[config.mk]
export PLATFORM = sky130hd
export DESIGN_NAME = serial_subtractor
export DESIGN_NICKNAME = d
export VERILOG_FILES = /design/src/rtl/arith_pkg.sv /design/src/rtl/full_subtractor.sv /design/src/rtl/serial_subtractor.sv
export SDC_FILE = /design/constraint.sdc
export NUM_CORES = 1
export LEC_CHECK = 0
export ABC_AREA = 1
export ABC_CLOCK_PERIOD_IN_PS = 1100
export CAP_MARGIN = 20
export CORE_AREA = 5 5 63 65
export CTS_CLUSTER_SIZE = 14
export DETAILED_ROUTE_END_ITERATION = 10
export DIE_AREA = 0 0 68 70
export PLACE_DENSITY = 0.71
export SETUP_SLACK_MARGIN = 0.5
export SLEW_MARGIN = 25
export SYNTH_ARGS = -nofsm -noshare
export SYNTH_HDL_FRONTEND = slang
export SYNTH_SLANG_ARGS = --single-unit
[constraint.sdc]
create_clock -name clk -period 1.1 [get_ports clk]
set_input_delay 0.22 -clock clk [delete_from_list [all_inputs] [get_ports clk]]
set_output_delay 0.22 -clock clk [all_outputs]
set_load 0.02 [all_outputs]
[src/rtl/arith_pkg.sv]
// Shared arithmetic-datapath definitions.
// Contents:
//   SUB_WIDTH_DEF - default operand width of the serial subtractor
//   sub_state_t   - serial subtractor FSM states (IDLE/RUN/DONE)
//   cnt_width()   - width of a counter that must hold values 0..w
package arith_pkg;

  localparam int unsigned SUB_WIDTH_DEF = 8;

  typedef enum logic [1:0] {
    IDLE = 2'd0,
    RUN  = 2'd1,
    DONE = 2'd2
  } sub_state_t;

  function automatic int unsigned cnt_width(input int unsigned w);
    return $clog2(w + 1);
  endfunction

endpackage

[src/rtl/full_subtractor.sv]
// Single-bit full subtractor, purely combinational.
// Ports:
//   a    in  minuend bit
//   b    in  subtrahend bit
//   bin  in  borrow-in
//   d    out difference bit  (a ^ b ^ bin)
//   bout out borrow-out      (a < b + bin)
module full_subtractor (
  input  logic a,
  input  logic b,
  input  logic bin,
  output logic d,
  output logic bout
);

  assign d    = a ^ b ^ bin;
  assign bout = (~a & b) | (~(a ^ b) & bin);

endmodule

[src/rtl/serial_subtractor.sv]
// Bit-serial subtractor: diff = a - b - bin, LSB first, one bit per clock.
// Operands are accepted on an in_valid/in_ready handshake (IDLE only); the
// result is offered on an out_valid/out_ready handshake (DONE only).
// Optional feature macro: SUB_OVF_EN adds the signed-overflow output ovf.
// Ports:
//   clk, rst_n          clock, asynchronous active-low reset
//   in_valid/in_ready   operand handshake
//   a, b, bin           minuend, subtrahend, borrow-in
//   out_valid/out_ready result handshake
//   diff, bout          difference (mod 2^WIDTH) and unsigned borrow-out
//   ovf                 signed overflow (SUB_OVF_EN only)
module serial_subtractor
  import arith_pkg::*;
#(
  parameter int unsigned WIDTH = SUB_WIDTH_DEF
) (
  input  logic             clk,
  input  logic             rst_n,
  input  logic             in_valid,
  output logic             in_ready,
  input  logic [WIDTH-1:0] a,
  input  logic [WIDTH-1:0] b,
  input  logic             bin,
  output logic             out_valid,
  input  logic             out_ready,
  output logic [WIDTH-1:0] diff,
  output logic             bout
`ifdef SUB_OVF_EN
  ,
  output logic             ovf
`endif
);

  localparam int unsigned CNT_W = cnt_width(WIDTH);

  sub_state_t       state, next_state;
  logic [WIDTH-1:0] a_sr, b_sr;
  logic             brw;
  logic [CNT_W-1:0] count;
  logic             bit_d, bit_bout;
  logic             last;

  full_subtractor u_fs (
    .a    (a_sr[0]),
    .b    (b_sr[0]),
    .bin  (brw),
    .d    (bit_d),
    .bout (bit_bout)
  );

  // count holds the number of bits already processed; the final bit is the
  // one processed while count == WIDTH-1, so count reaches WIDTH on the
  // same edge the FSM enters DONE.
  assign last      = (count == CNT_W'(WIDTH - 1));
  assign in_ready  = (state == IDLE);
  assign out_valid = (state == DONE);

  always_ff @(posedge clk or negedge rst_n) begin
    if (!rst_n) state <= IDLE;
    else        state <= next_state;
  end

  always_comb begin
    next_state = state;
    case (state)
      IDLE:    if (in_valid) next_state = RUN;
      RUN:     if (last)     next_state = DONE;
      DONE:    if (out_ready) next_state = IDLE;
      default: next_state = IDLE;
    endcase
  end

  always_ff @(posedge clk or negedge rst_n) begin
    if (!rst_n) begin
      a_sr  <= '0;
      b_sr  <= '0;
      brw   <= 1'b0;
      count <= '0;
      diff  <= '0;
      bout  <= 1'b0;
`ifdef SUB_OVF_EN
      ovf   <= 1'b0;
`endif
    end else begin
      case (state)
        IDLE: begin
          if (in_valid) begin
            a_sr  <= a;
            b_sr  <= b;
            brw   <= bin;
            count <= '0;
          end
        end
        RUN: begin
          a_sr  <= a_sr >> 1;
          b_sr  <= b_sr >> 1;
          brw   <= bit_bout;
          diff  <= {bit_d, diff[WIDTH-1:1]};
          count <= count + 1'b1;
          if (last) begin
            bout <= bit_bout;
`ifdef SUB_OVF_EN
            // On the final cycle the operand MSBs sit at bit 0 of the
            // shift registers and bit_d is the result MSB.
            ovf  <= (a_sr[0] != b_sr[0]) && (bit_d != a_sr[0]);
`endif
          end
        end
        default: ;
      endcase
    end
  end

endmodule

==> flow_metrics.env <==
export IMPL_num_nets_final=249
export IMPL_grtUsageMet1_pct=23.6
export IMPL_r2r_cells=7
export IMPL_path_common_cell="nand3_2"
export IMPL_power_mw=6.75
export IMPL_core_area_sq_um=3280
export IMPL_hold_viol=0
export IMPL_clkLatencyLatePin_ns=0.33
export IMPL_crit_required_ns=1.32
export IMPL_synthToLayoutAreaGrowth_pct=75.6
export IMPL_cts_root_buf="clkbuf_4"
export IMPL_yosysTopAreaCell="dfrtp_1"
export IMPL_grt_util_met2_pct=30.6
export IMPL_port_buffers=31
export IMPL_rsz0062_at_grt="true"
export IMPL_powerDensity_nw_per_um2=2630
export IMPL_crit_chain="inv_2 > buf_6 > nand2_8 > buf_12 > buf_16 > nand3_2 > nand3_2"
export IMPL_cp_max_fo=5
export IMPL_grt_pass1_vias=1437
export IMPL_placed_area_sq_um=1990
export IMPL_start_kind="flop"
export IMPL_wire_per_inst_microns=16.8
export IMPL_fillers=202
export IMPL_p_int_mw=3.86
export IMPL_fin_util_pct=78.0
export IMPL_cts_hold_buf=0
export IMPL_clock_sinks=32
export IMPL_dr_pass1_iters=5
export IMPL_row_count=21
export IMPL_tightest_slew_ns=0.281
export IMPL_period_share_pct=120
export IMPL_globalplace_congestion=0.769
export IMPL_grt_total_usage_pct=18.9
export IMPL_switching_share_pct=42.8
export IMPL_yosys_register_bits=32
export IMPL_slowest_delay_ns=0.46
export IMPL_arrival_ns=1.54
export IMPL_drv_slew=0
export IMPL_switchingPower_mw=2.89
export IMPL_antenna_cells=0
export IMPL_initial_core_util_pct=44.4
export IMPL_crit_path_top_delay_cell="dfrtp_2"
export IMPL_fin_skew_ns=0.00778
export IMPL_top_level_ports=32
export IMPL_ant_nets=0
export IMPL_vias_per_cell=5.30
export IMPL_avgSynthCellArea_sq_um=8.74
export IMPL_synth_area_leaders="dfrtp_1 55%, nand3_1 19%, nand2_1 11%"
export IMPL_worstSetupEndpointType="flop"
export IMPL_cts_clk_slew_worst_paths_ns=0.10
export IMPL_hold_class="in2async"
export IMPL_yosysMostFrequentCell="nand3_1"
export IMPL_vias=1446
export IMPL_ys_seq_area_share_pct=54.9
export IMPL_cts_tree="built"
export IMPL_dp_slack_ns=-0.298
export IMPL_cts_buffer_depth=2
export IMPL_grt_busiest_layer="met2"
export IMPL_ys_flop_type="dfrtp_1"
export IMPL_synth_common_cells="54 x nand3_1, 41 x nand2_1, 32 x dfrtp_1"
export IMPL_violations="setup timing"
export IMPL_syn_area_sq_um=1460
export IMPL_die_h_microns=70
export IMPL_crit_family="buffers and inverters"
export IMPL_r2r_end="brw"
export IMPL_met3_usage_pct=5.93
export IMPL_cts_made_buffers=5
export IMPL_regToRegSetupSlack_ns=-0.22
export IMPL_fin_crit_ns=1.32
export IMPL_overflow=0
export IMPL_clkPwrFrac_pct=10.5
export IMPL_drc=0
export IMPL_final_area_sq_um=2560
export IMPL_synthArstFlopShare_pct=100
export IMPL_power_frac_seq_pct=31.7
export IMPL_power_leakage_nw=1.19
export IMPL_fin_setup_tns_ns=-5.54
export IMPL_ys_warn_count=0
export IMPL_timing_fmax_mhz=759
export IMPL_critPathBufInv=4
export IMPL_setup_viol=36
export IMPL_wirelength_microns=4580
export IMPL_dieArea_sq_um=4760
export IMPL_drive_above_1_share_pct=53.3
export IMPL_antenna_found_initial=0
export IMPL_combPwrFrac_pct=57.8
export IMPL_drt_iter0_drc=68
export IMPL_grt_max_degree=33
export IMPL_relSlewSlack_pct=81.2
export IMPL_dp_hpwl_microns=2340
export IMPL_die_w_microns=68
export IMPL_path_class="reg2reg"
export IMPL_r2r_start="state[1]"
export IMPL_max_cap_violations=0
export IMPL_yosysUniqueCellTypes=20
export IMPL_grt_pass1_wl_microns=6710
export IMPL_htree_levels=2
export IMPL_synth_fp_nets=190
export IMPL_fin_ws_ns=-0.218
export IMPL_yosys_area_top_type_share_pct=54.9
export IMPL_outcome="finished, violations left"
export IMPL_vdd_drop_max_mv=1.38
export IMPL_syn_inst=167
export IMPL_synth_edf_count=0
power groups by stage:
stage	Sequential (mW)	Combinational, mW	Clock [mW]
after floorplan	2.17	1.50	0
after global placement	2.00	2.39	0
after detailed placement	2.02	2.47	0
after CTS	2.06	3.26	0.707
after global routing	2.19	4.19	0.751
final	2.14	3.90	0.707
state kept, by name, indices dropped and copies added (netlist names):
register	count
brw	1
a_sr	8
state	2
diff	8
count	4
bout	1
b_sr	8
per-stage QoR:
| stage | instances | hold slack, ns |
|---|---|---|
| detailed placement | 248 | 0.468 |
| global placement | 248 | 0.466 |
| finish | 273 | 0.250 |
| CTS | 268 | 0.253 |
| floorplan | 167 | -0.0756 |
| global route | 273 | 0.252 |
layout make-up:
type	count	area, sq um	area share (%)
Clock buffer	8	58.8	2.30
Tap cell	46	57.6	2.25
Timing Repair inverter	1	16.3	0.635
Inverter	10	56.3	2.20
Sequential cell	32	813	31.8
Multi-Input combinational cell	114	855	33.4
Timing Repair Buffer	62	704	27.5
kinds of logic (layout without fill, tap and decap cells):
kind of cell / after synthesis / after routing / synth area share, %
AO/OA/AOI/OAI: 10 / 10 / 3.77
adder cells (fa/ha/maj): 2 / 2 / 2.23
buffers and inverters: 21 / 81 / 7.38
flip-flops: 32 / 32 / 54.9
AND/OR/NAND/NOR: 102 / 102 / 31.7
worst max path at each step:
stage	from	endpoint	cells past startpoint
after detailed placement	state[0]	out_valid	2
final	state[1]	brw	7
after CTS	state[1]	in_ready	2
after global routing	state[1]	brw	7
after floorplan	brw	diff[7]	4
after global placement	state[0]	in_ready	2
per-layer routing:
metal | up-vias | wire length, microns
met4 | 0 | 21
met2 | 47 | 2470
met5 | - | 0
met3 | 6 | 228
met1 | 711 | 1860
li1 | 682 | -
placed cells by master (no fill, tap or decap), drive strengths merged:
cell type      count
o21ai              8
clkdlybuf4s50     20
ha                 1
nand4              1
nand3             54
fa                 1
buf               42
inv               11
nand2             41
nor2               6
o21bai             1
clkbuf             8
dfrtp             32
o31ai              1
what timing repair did:
item,in CTS,in global routing
buffers inserted,6,5
pin swaps,15,10
cloned,6,0
endpoints found under the setup margin,43,43
gates resized for setup,104,39
(Power assumes the default switching activity.)
